<file path="src/rtl/wb_cmd_master_pkg.sv">
// wb_cmd_master shared definitions.
// FSM encodings and response constants.
package wb_cmd_master_pkg;

  typedef enum logic [1:0] {
    IDLE = 2'd0,
    BUS  = 2'd1,
    RESP = 2'd2
  } wb_state_t;

  // Fill bit for rsp_dat on writes and timeouts.
  localparam logic RSP_FILL = 1'b0;

  function automatic int sel_width(input int dw);
    return dw / 8;
  endfunction

endpackage

</file>
<file path="src/rtl/wb_cmd_master_if.sv">
// wb_cmd_master command/response streams
// and Wishbone classic master bus.
interface wb_cmd_master_if #(
  parameter int ADDR_WIDTH = 32,
  parameter int DATA_WIDTH = 32
);
  import wb_cmd_master_pkg::*;

  localparam int SEL_W = sel_width(DATA_WIDTH);

  logic                  cmd_valid;
  logic                  cmd_ready;
  logic                  cmd_we;
  logic [SEL_W-1:0]      cmd_sel;
  logic [ADDR_WIDTH-1:0] cmd_adr;
  logic [DATA_WIDTH-1:0] cmd_dat;

  logic                  rsp_valid;
  logic                  rsp_ready;
  logic [DATA_WIDTH-1:0] rsp_dat;
  logic                  rsp_err;

  logic                  wbm_cyc_o;
  logic                  wbm_stb_o;
  logic                  wbm_we_o;
  logic [SEL_W-1:0]      wbm_sel_o;
  logic [ADDR_WIDTH-1:0] wbm_adr_o;
  logic [DATA_WIDTH-1:0] wbm_dat_o;
  logic                  wbm_ack_i;
  logic [DATA_WIDTH-1:0] wbm_dat_i;

  modport master (
    input  cmd_valid, cmd_we, cmd_sel,
    input  cmd_adr, cmd_dat, rsp_ready,
    input  wbm_ack_i, wbm_dat_i,
    output cmd_ready, rsp_valid,
    output rsp_dat, rsp_err,
    output wbm_cyc_o, wbm_stb_o, wbm_we_o,
    output wbm_sel_o, wbm_adr_o, wbm_dat_o
  );

  modport slave (
    output cmd_valid, cmd_we, cmd_sel,
    output cmd_adr, cmd_dat, rsp_ready,
    output wbm_ack_i, wbm_dat_i,
    input  cmd_ready, rsp_valid,
    input  rsp_dat, rsp_err,
    input  wbm_cyc_o, wbm_stb_o, wbm_we_o,
    input  wbm_sel_o, wbm_adr_o, wbm_dat_o
  );

endinterface

</file>
<file path="src/rtl/wb_timeout_counter.sv">
// Saturating cycle counter for bus cycles;
// expired flags the last permitted STB cycle.
module wb_timeout_counter #(
  parameter int TIMEOUT_CYCLES = 255
) (
  input  logic clk,
  input  logic rst,
  input  logic clear,
  input  logic enable,
  output logic expired
);

  localparam int W = $clog2(TIMEOUT_CYCLES + 1);
  localparam logic [W-1:0] MAX  = W'(TIMEOUT_CYCLES);
  localparam logic [W-1:0] LAST = W'(TIMEOUT_CYCLES - 1);

  logic [W-1:0] cnt;

  // Count BUS cycles, never wrapping past MAX.
  always_ff @(posedge clk or posedge rst) begin
    if (rst) begin
      cnt <= '0;
    end else if (clear) begin
      cnt <= '0;
    end else if (enable && cnt != MAX) begin
      cnt <= cnt + 1'b1;
    end
  end

  // cnt holds completed STB cycles, so the
  // current one is the last when cnt==T-1.
  assign expired = enable && (cnt >= LAST);

endmodule

</file>
<file path="src/rtl/wb_cmd_master.sv">
// Wishbone classic initiator: one
// non-pipelined cycle per command.
module wb_cmd_master #(
  parameter int ADDR_WIDTH     = 32,
  parameter int DATA_WIDTH     = 32,
  parameter int TIMEOUT_CYCLES = 255
) (
  input  logic            wb_clk_i,
  input  logic            wb_rst_i,
  wb_cmd_master_if.master bus,
  output logic            busy_o
);
  import wb_cmd_master_pkg::*;

  wb_state_t state;
  logic      accept;
  logic      expired;

  assign accept = (state == IDLE)
               && bus.cmd_valid
               && bus.cmd_ready;

  assign busy_o = (state != IDLE);

  wb_timeout_counter #(
    .TIMEOUT_CYCLES(TIMEOUT_CYCLES)
  ) u_tmo (
    .clk    (wb_clk_i),
    .rst    (wb_rst_i),
    .clear  (accept),
    .enable (state == BUS),
    .expired(expired)
  );

  // Command/bus/response FSM, all outputs registered.
  always_ff @(posedge wb_clk_i or posedge wb_rst_i) begin
    if (wb_rst_i) begin
      state         <= IDLE;
      bus.cmd_ready <= 1'b1;
      bus.wbm_cyc_o <= 1'b0;
      bus.wbm_stb_o <= 1'b0;
      bus.wbm_we_o  <= 1'b0;
      bus.wbm_sel_o <= '0;
      bus.wbm_adr_o <= '0;
      bus.wbm_dat_o <= '0;
      bus.rsp_valid <= 1'b0;
      bus.rsp_dat   <= '0;
      bus.rsp_err   <= 1'b0;
    end else begin
      unique case (state)
        IDLE: begin
          if (accept) begin
            bus.wbm_we_o  <= bus.cmd_we;
            bus.wbm_sel_o <= bus.cmd_sel;
            bus.wbm_adr_o <= ADDR_WIDTH'(bus.cmd_adr);
            bus.wbm_dat_o <= DATA_WIDTH'(bus.cmd_dat);
            bus.wbm_cyc_o <= 1'b1;
            bus.wbm_stb_o <= 1'b1;
            bus.cmd_ready <= 1'b0;
            state         <= BUS;
          end
        end
        BUS: begin
          // ACK takes priority over expiry.
          if (bus.wbm_ack_i) begin
            bus.wbm_cyc_o <= 1'b0;
            bus.wbm_stb_o <= 1'b0;
            bus.rsp_valid <= 1'b1;
            bus.rsp_err   <= 1'b0;
            bus.rsp_dat   <= bus.wbm_we_o
                           ? {DATA_WIDTH{RSP_FILL}}
                           : bus.wbm_dat_i;
            state         <= RESP;
          end else if (expired) begin
            bus.wbm_cyc_o <= 1'b0;
            bus.wbm_stb_o <= 1'b0;
            bus.rsp_valid <= 1'b1;
            bus.rsp_err   <= 1'b1;
            bus.rsp_dat   <= {DATA_WIDTH{RSP_FILL}};
            state         <= RESP;
          end
        end
        RESP: begin
          if (bus.rsp_ready) begin
            bus.rsp_valid <= 1'b0;
            bus.cmd_ready <= 1'b1;
            state         <= IDLE;
          end
        end
        default: begin
          state <= IDLE;
        end
      endcase
    end
  end

endmodule

</file>
<file path="src/flat_wrapper.sv">
// flat-port wrapper written by rule: the top's interface ports become plain ports
module wb_cmd_master_flat import wb_cmd_master_pkg::*;
#(
  parameter int ADDR_WIDTH     = 32,
  parameter int DATA_WIDTH     = 32,
  parameter int TIMEOUT_CYCLES = 255
)
  (wb_clk_i, wb_rst_i, busy_o, bus_cmd_valid, bus_cmd_we, bus_cmd_sel, bus_cmd_adr, bus_cmd_dat, bus_rsp_ready, bus_wbm_ack_i, bus_wbm_dat_i, bus_cmd_ready, bus_rsp_valid, bus_rsp_dat, bus_rsp_err, bus_wbm_cyc_o, bus_wbm_stb_o, bus_wbm_we_o, bus_wbm_sel_o, bus_wbm_adr_o, bus_wbm_dat_o);
  wb_cmd_master_if #(.ADDR_WIDTH(ADDR_WIDTH), .DATA_WIDTH(DATA_WIDTH)) bus_i ();
  input  logic wb_clk_i;
  input  logic wb_rst_i;
  output logic busy_o;
  input wire logic [$bits(bus_i.cmd_valid)-1:0] bus_cmd_valid;
  input wire logic [$bits(bus_i.cmd_we)-1:0] bus_cmd_we;
  input wire logic [$bits(bus_i.cmd_sel)-1:0] bus_cmd_sel;
  input wire logic [$bits(bus_i.cmd_adr)-1:0] bus_cmd_adr;
  input wire logic [$bits(bus_i.cmd_dat)-1:0] bus_cmd_dat;
  input wire logic [$bits(bus_i.rsp_ready)-1:0] bus_rsp_ready;
  input wire logic [$bits(bus_i.wbm_ack_i)-1:0] bus_wbm_ack_i;
  input wire logic [$bits(bus_i.wbm_dat_i)-1:0] bus_wbm_dat_i;
  output wire logic [$bits(bus_i.cmd_ready)-1:0] bus_cmd_ready;
  output wire logic [$bits(bus_i.rsp_valid)-1:0] bus_rsp_valid;
  output wire logic [$bits(bus_i.rsp_dat)-1:0] bus_rsp_dat;
  output wire logic [$bits(bus_i.rsp_err)-1:0] bus_rsp_err;
  output wire logic [$bits(bus_i.wbm_cyc_o)-1:0] bus_wbm_cyc_o;
  output wire logic [$bits(bus_i.wbm_stb_o)-1:0] bus_wbm_stb_o;
  output wire logic [$bits(bus_i.wbm_we_o)-1:0] bus_wbm_we_o;
  output wire logic [$bits(bus_i.wbm_sel_o)-1:0] bus_wbm_sel_o;
  output wire logic [$bits(bus_i.wbm_adr_o)-1:0] bus_wbm_adr_o;
  output wire logic [$bits(bus_i.wbm_dat_o)-1:0] bus_wbm_dat_o;
  assign bus_i.cmd_valid = bus_cmd_valid;
  assign bus_i.cmd_we = bus_cmd_we;
  assign bus_i.cmd_sel = bus_cmd_sel;
  assign bus_i.cmd_adr = bus_cmd_adr;
  assign bus_i.cmd_dat = bus_cmd_dat;
  assign bus_i.rsp_ready = bus_rsp_ready;
  assign bus_i.wbm_ack_i = bus_wbm_ack_i;
  assign bus_i.wbm_dat_i = bus_wbm_dat_i;
  assign bus_cmd_ready = bus_i.cmd_ready;
  assign bus_rsp_valid = bus_i.rsp_valid;
  assign bus_rsp_dat = bus_i.rsp_dat;
  assign bus_rsp_err = bus_i.rsp_err;
  assign bus_wbm_cyc_o = bus_i.wbm_cyc_o;
  assign bus_wbm_stb_o = bus_i.wbm_stb_o;
  assign bus_wbm_we_o = bus_i.wbm_we_o;
  assign bus_wbm_sel_o = bus_i.wbm_sel_o;
  assign bus_wbm_adr_o = bus_i.wbm_adr_o;
  assign bus_wbm_dat_o = bus_i.wbm_dat_o;
  wb_cmd_master #(.ADDR_WIDTH(ADDR_WIDTH), .DATA_WIDTH(DATA_WIDTH), .TIMEOUT_CYCLES(TIMEOUT_CYCLES)) u_core (.wb_clk_i(wb_clk_i), .wb_rst_i(wb_rst_i), .bus(bus_i), .busy_o(busy_o));
endmodule
</file>
<file path="config.mk">
export PLATFORM = sky130hd
export DESIGN_NAME = wb_cmd_master_flat
export DESIGN_NICKNAME = d
export VERILOG_FILES = /design/src/rtl/wb_cmd_master_pkg.sv /design/src/rtl/wb_cmd_master_if.sv /design/src/rtl/wb_timeout_counter.sv /design/src/rtl/wb_cmd_master.sv /design/src/flat_wrapper.sv
export SDC_FILE = /design/constraint.sdc
export NUM_CORES = 1
export LEC_CHECK = 0
export CAP_MARGIN = 15
export CORE_ASPECT_RATIO = 0.6
export CORE_MARGIN = 3
export CORE_UTILIZATION = 45
export CTS_CLUSTER_DIAMETER = 200
export DETAILED_ROUTE_END_ITERATION = 8
export PLACE_DENSITY = 0.81
export SLEW_MARGIN = 20
export SYNTH_ARGS = -nofsm -noshare
export SYNTH_HDL_FRONTEND = slang
export SYNTH_SLANG_ARGS = --single-unit
</file>
<file path="constraint.sdc">
create_clock -name wb_clk_i -period 8.1 [get_ports wb_clk_i]
set_input_delay 0.81 -clock wb_clk_i [delete_from_list [all_inputs] [get_ports wb_clk_i]]
set_output_delay 0.81 -clock wb_clk_i [all_outputs]
set_load 0.005 [all_outputs]
</file>
==> results.json, run 1 <==
{
  "result_of_the_run": "finished, final reports clean",
  "hold_crit_start": "u_core.bus.wbm_adr_o[4]$_DFFE_PP0P_",
  "tritoncts_clock_tree": "done",
  "clock_skew_ns": 0.00718,
  "fin_util": 0.750,
  "final_layout_size_suffix_gt1_frac": 0.0706,
  "fillCellCount": 672,
  "tritoncts_num_sinks": 115,
  "synth_cell_type_count": 38,
  "synth_compound_gate_area_share": 0.104,
  "track_usage": 0.229,
  "cts_made_buffers": 17,
  "setup.worst_path.end_class": "primary output",
  "critical_path_arrival_ns": 1.70,
  "die_height_um": 85.8,
  "flow.area_growth_from_synthesis_pct": 58.7,
  "drt_first_iter_violations": 255,
  "core_area_um2": 10100,
  "combinational_family_with_the_most_area_after_synthesis": "simple AND/OR/NAND/NOR gates",
  "synthAdderAreaFrac": 0.00525,
  "synth_fp_nets": 586,
  "power_density_nw_per_um2": 386,
  "worst-slew-pin-transition_ns": 1.01,
  "ys_async_sr_fraction": 1.00,
  "grt_first_pass_wirelength_mm": 21.9,
  "power.ir.vdd_worst_mv": 0.226,
  "critPathSlowestCell": "dfrtp_1",
  "reg_to_reg_startpoint": "u_core.u_tmo.cnt[0]$_DFFE_PP0P_",
  "synthCells": 478,
  "final_hold_viol_count": 0,
  "pin_count": 213,
  "avgRoutedWirePerCell_um": 16.3,
  "setup_total_negative_slack_ns": 0,
  "synthTopCellsByArea": "dfrtp_1 (60%), nand2_1 (17%), a221o_1 (5.5%)",
  "criticalPathCategory": "reg2out",
  "critPathLaunch": "u_core.state[0]$_DFFE_PP0P_",
  "timing.final.ws_setup_ns": 5.59,
  "maxCapViolCount": 0,
  "overflow": 0,
  "floorplan.die.width_um": 139,
  "clk_pin_slew_ns": 0.05,
  "yosys_warnings": 0,
  "synth_common_cells": "nand2_1 (212), dfrtp_1 (114), and2_1 (32), a221o_1 (26), clkbuf_1 (13)",
  "yosys-mux-area-fraction": 0.00420,
  "grt_pass1_vias": 4292,
  "antenna_cells": 0,
  "num-nets-final": 790,
  "routability_driven_placement_congestion_ratio": 0.820,
  "post_synth_xor_area_fraction": 0,
  "worstPathRequired_ns": 7.29,
  "ratio_of_routed_vias_to_standard_cells": 5.12,
  "postCtsResizedCells": 0,
  "total_leakage_power_nw": 3.36,
  "cts_hold_repair.buffers": 0,
  "drtPass1Iterations": 4,
  "clk_path_buf_depth": 2,
  "finalWorstPathRequiredPeriod_ns": 2.51,
  "post-cts-setup-buffer-count": 0,
  "detail-route-antenna-nets": 0,
  "critical-path-top-delay-family": "flip-flops",
  "timing.slew.headroom": 0.324,
  "critPathMaxStageDelay_ns": 0.50,
  "post-dp-hpwl_mm": 9.26,
  "grt_antenna_before_repair": 0,
  "cells_along_the_critical_path": "or2_2 -> clkdlybuf4s50_1",
  "synth-seq-cells": 115,
  "floorplan_row_count": 28,
  "port-buffer-count": 212,
  "ctsHtreeMaxLevel": 4,
  "setup.worst_path.start_class": "register",
  "placement.setup.worst_slack_ns": 5.36,
  "register_area_um2": 2880,
  "clk_latency_ns": 0.40,
  "routed_via_count": 4241,
  "worstPathBufferInverterCount": 1,
  "synth.most_common_cell": "nand2_1",
  "grt_start_max_net_pins": 78,
  "synth_area_leader_cell": "dfrtp_1",
  "timing.final.crit_share": 0.310,
  "syn_area_um2": 4770,
  "synth_simple_gate_area_share": 0.243,
  "multiInputGateArea_um2": 1740,
  "finalSetupViolations": 0,
  "min-delay-path-class": "reg2reg",
  "initial_core_util": 0.473,
  "detail_route.wirelength_mm": 13.5,
  "ys.flop_type": "dfrtp_1",
  "timing_max_transition_violations_final": 0,
  "synth_area_per_cell_um2": 9.98,
  "clock.fmax_mhz": 398,
  "synth-edff-count": 0,
  "worstPathMaxFanout": 11,
  "grt_setup_unrepaired": "false",
  "netlist.area_leader.share": 0.598,
  "ys_seq_area_frac": 0.603,
  "detail_route.drc_violations": 0,
  "floorplan.die_area_um2": 11900,
  "cts_root_buf": "clkbuf_16"
}
[registers in the layout, indices dropped and copies added, names as in the netlist]
name	cells
u_core.bus.rsp_err	1
u_core.bus.rsp_dat	32
u_core.bus.wbm_cyc_o	1
u_core.bus.wbm_dat_o	32
u_core.bus.wbm_we_o	1
u_core.bus.wbm_adr_o	32
u_core.bus.cmd_ready	1
u_core.bus.rsp_valid	1
u_core.u_tmo.cnt	8
u_core.bus.wbm_sel_o	4
u_core.state	2
[routing by layer]
metal | GRT usage | wire length, µm | vias to the layer above
met5 | 0 | 0 | -
met4 | 0.0897 | 239 | 0
met3 | 0.0713 | 1000 | 17
met2 | 0.365 | 6340 | 178
met1 | 0.297 | 5920 | 2052
li1 | - | - | 1994
[tightest hold or removal path: cells and delay by family, from the launching register on]
kind	cells	cell delay, ns
DFF	1	0.33
and+or+nand+nor	2	0.11
[kinds of logic (layout without fill, tap and decap cells)]
logic type      Yosys count  after routing
mux                       2              2
flops                   115            115
simple gates            268            268
buf+inv                  36            252
compound gates           55             55
fa+ha+maj                 2              2
[area by class of cell]
type,count,area share
Clock inverter,9,0.0169
Clock buffer,22,0.0640
Tap cell,135,0.0223
Multi-Input combinational cell,327,0.229
Timing Repair Buffer,216,0.284
Sequential cell,115,0.380
Inverter,5,0.00281
[placed cells by master, fill, tap and decap left out, types with 2 or more instances in the layout]
| cell type | instances |
|---|---|
| a211oi_1 | 2 |
| a21oi_1 | 6 |
| a221o_1 | 26 |
| a221o_2 | 5 |
| a41oi_1 | 4 |
| and2_1 | 32 |
| and3_1 | 2 |
| and4b_1 | 2 |
| buf_4 | 4 |
| bufinv_16 | 3 |
| clkbuf_16 | 17 |
| clkbuf_8 | 4 |
| clkdlybuf4s50_1 | 212 |
| clkinv_2 | 3 |
| clkinvlp_4 | 3 |
| dfrtp_1 | 114 |
| ha_1 | 2 |
| inv_1 | 4 |
| mux2i_1 | 2 |
| nand2_1 | 212 |
| nand2b_1 | 3 |
| nor2b_1 | 2 |
| nor3_1 | 6 |
| o21ai_0 | 4 |
| or2_2 | 2 |
[report_power, final]
part,internal [W],switching [W],total [W],leakage (nW)
Combinational,0.000690,0.000441,0.00113,1.72
Clock,0.000513,0.000248,0.000761,0.294
Sequential,0.000836,0.000196,0.00103,1.34
Total,0.00204,0.000886,0.00293,3.36
[per-stage QoR]
step | hold WS, ns | instances | power, W | cell area (µm²)
after floorplan | 0.470 | 478 | 0.00149 | 4770
after global placement | 0.457 | 798 | 0.00212 | 6960
after detailed placement | 0.462 | 798 | 0.00217 | 6960
after CTS | 0.475 | 829 | 0.00295 | 7570
after global routing | 0.495 | 829 | 0.00311 | 7570
final | 0.470 | 829 | 0.00293 | 7570
[path summary, 6_finish.rpt]
kind	end	slack, ns	cells after the start
setup reg to reg	u_core.bus.rsp_dat[18]$_DFFE_PP0P_	5.91	5
max in group asynchronous	u_core.bus.rsp_dat[30]$_DFFE_PP0P_	5.98	3
hold reg to reg	u_core.bus.wbm_adr_o[4]$_DFFE_PP0P_	0.47	2
min in group asynchronous	u_core.bus.wbm_adr_o[19]$_DFFE_PP0P_	0.80	2
setup / recovery	busy_o	5.59	2
hold / removal	u_core.bus.wbm_adr_o[4]$_DFFE_PP0P_	0.47	2
(Power assumes the default switching activity.)
==> run 2: changes to the inputs <==
CORE_UTILIZATION = 38   (was 45)
PLACE_DENSITY = 0.73   (was 0.81)
clock period = 2.2 ns   (was 8.1 ns; I/O delays follow)
==> run 2 against run 1 <==
  * Clock skew increased by 0.0022 ns
  * Sequential power increased to 3.7 times the previous value
  * Critical path depth unchanged
  * Hold slack got worse by 0.19 ns
  * Register-to-register slack got worse by 5.5 ns
  * Sequential cell count unchanged
  * Setup slack got worse by 5.3 ns
  * Clock power increased to 3.4 times the previous value
  * Via count decreased by 1.3%
  * Sequential share of layout area decreased by 0.45 points
  * Critical path type unchanged
  * Critical endpoint unchanged
  * Largest power group unchanged
  * Highest routed layer unchanged
==> results.json, run 2 (synthesis results as in run 1) <==
{
  "result_of_the_run": "finished, final reports clean",
  "maxCapViolCount": 0,
  "worst-slew-pin-transition_ns": 0.413,
  "initial_core_util": 0.393,
  "cts_root_buf": "clkbuf_16",
  "postCtsResizedCells": 0,
  "grt_first_pass_wirelength_mm": 20.6,
  "clock.fmax_mhz": 522,
  "flow.area_growth_from_synthesis_pct": 60.6,
  "antenna_cells": 0,
  "placement.setup.worst_slack_ns": 0.331,
  "clk_path_buf_depth": 2,
  "total_leakage_power_nw": 3.37,
  "setup.worst_path.end_class": "primary output",
  "detail-route-antenna-nets": 0,
  "routability_driven_placement_congestion_ratio": 0.809,
  "floorplan_row_count": 31,
  "grt_pass1_vias": 4065,
  "clk_pin_slew_ns": 0.05,
  "detail_route.wirelength_mm": 13.0,
  "routed_via_count": 4185,
  "avgRoutedWirePerCell_um": 15.1,
  "detail_route.drc_violations": 0,
  "ratio_of_routed_vias_to_standard_cells": 4.84,
  "grt_start_max_net_pins": 66,
  "clock_skew_ns": 0.00937,
  "drt_first_iter_violations": 220,
  "ctsHtreeMaxLevel": 4,
  "drtPass1Iterations": 4,
  "critical_path_arrival_ns": 1.70,
  "grt_setup_unrepaired": "false",
  "final_hold_viol_count": 0,
  "setup.worst_path.start_class": "register",
  "worstPathRequired_ns": 1.98,
  "timing.slew.headroom": 0.718,
  "post-dp-hpwl_mm": 9.23,
  "reg_top3": "u_core.bus.rsp_dat (32), u_core.bus.wbm_adr_o (32), u_core.bus.wbm_dat_o (32)",
  "clk_latency_ns": 0.41,
  "setup_total_negative_slack_ns": 0,
  "most-common-layout-cells": "nand2_1 (212), clkdlybuf4s50_1 (212), dfrtp_1 (114), and2_1 (32), a221o_1 (26)",
  "power_density_nw_per_um2": 1380,
  "post-route-cell-area_um2": 7660,
  "cts_made_buffers": 17,
  "cts_hold_repair.buffers": 0,
  "tritoncts_clock_tree": "done",
  "floorplan.die.width_um": 151,
  "reg2reg_setup_slack_ns": 0.40,
  "track_usage": 0.188,
  "placed_cell_area_um2": 7090,
  "core_area_um2": 12100,
  "worstPathMaxFanout": 11,
  "min-delay-path-class": "in2async",
  "final_layout_size_suffix_gt1_frac": 0.0787,
  "finalWorstPathRequiredPeriod_ns": 1.92,
  "fin_util": 0.631,
  "grt_antenna_before_repair": 0,
  "power.ir.vdd_worst_mv": 0.704,
  "timing_max_transition_violations_final": 0,
  "overflow": 0,
  "post-cts-setup-buffer-count": 0,
  "port-buffer-count": 212,
  "timing.final.crit_share": 0.871,
  "pin_count": 213,
  "criticalPathCategory": "reg2out",
  "finalSetupViolations": 0,
  "floorplan.die_area_um2": 14000,
  "die_height_um": 92.8,
  "num-nets-final": 794,
  "fillCellCount": 961,
  "timing.final.ws_setup_ns": 0.283,
  "tritoncts_num_sinks": 115
}
[run 2: cell count changes in the layout (fill, tap and decap cells not counted), sizes merged]
cell	delta
buf	+4
inv	+1
bufinv	-2
clkbuf	-4
clkinvlp	+2
clkinv	+4
[run 2: metal layers]
layer | vias to the layer above | global-route usage | share of wire
met5 | - | 0 | 0
met4 | 0 | 0.0551 | 0.0095
met3 | 12 | 0.0856 | 0.11
met2 | 171 | 0.282 | 0.45
met1 | 1997 | 0.247 | 0.43
li1 | 2005 | - | -
[run 2: worst max-delay path, cell delays in order, from the launching register on]
cell and delay (ns):
dfrtp_1 0.50, or2_2 0.34, clkdlybuf4s50_1 0.46
[run 2: area by class of cell]
cell class              count  area [µm²]  share of cell area
clock inverters            14         131              0.0172
well taps                 165         206              0.0270
flip-flops and latches    115        2880               0.376
clock buffers              18         439              0.0573
multi-input cells         327        1740               0.227
inverters                   5        22.5             0.00294
repair buffers            220        2240               0.293
[run 2: path summary, 6_finish.rpt]
kind,startpoint,end,cells after the start
worst max-delay path,u_core.state[0]$_DFFE_PP0P_,busy_o,2
worst min-delay path,wb_rst_i,u_core.bus.wbm_adr_o[21]$_DFFE_PP0P_,3
worst max register to register,u_core.state[1]$_DFFE_PP0P_,u_core.bus.rsp_dat[11]$_DFFE_PP0P_,4
worst min register to register,u_core.bus.wbm_sel_o[0]$_DFFE_PP0P_,u_core.bus.wbm_sel_o[0]$_DFFE_PP0P_,2
max in group asynchronous,wb_rst_i,u_core.bus.cmd_ready$_DFFE_PP1P_,3
min in group wb_clk_i,bus_cmd_dat[14],u_core.bus.wbm_dat_o[14]$_DFFE_PP0P_,3
[run 2: stage by stage]
stage	hold WS, ns	power, W	cells
CTS	0.279	0.0107	864
detailed placement	0.461	0.00801	832
floorplan	0.307	0.00549	478
finish	0.281	0.0105	864
global placement	0.458	0.00786	832
global route	0.296	0.0113	864
[run 2: where the power goes]
part / internal (W) / switching [W]
logic: 0.00259 / 0.00160
registers: 0.00308 / 0.000695
clock network: 0.00159 / 0.00100
total: 0.00725 / 0.00329
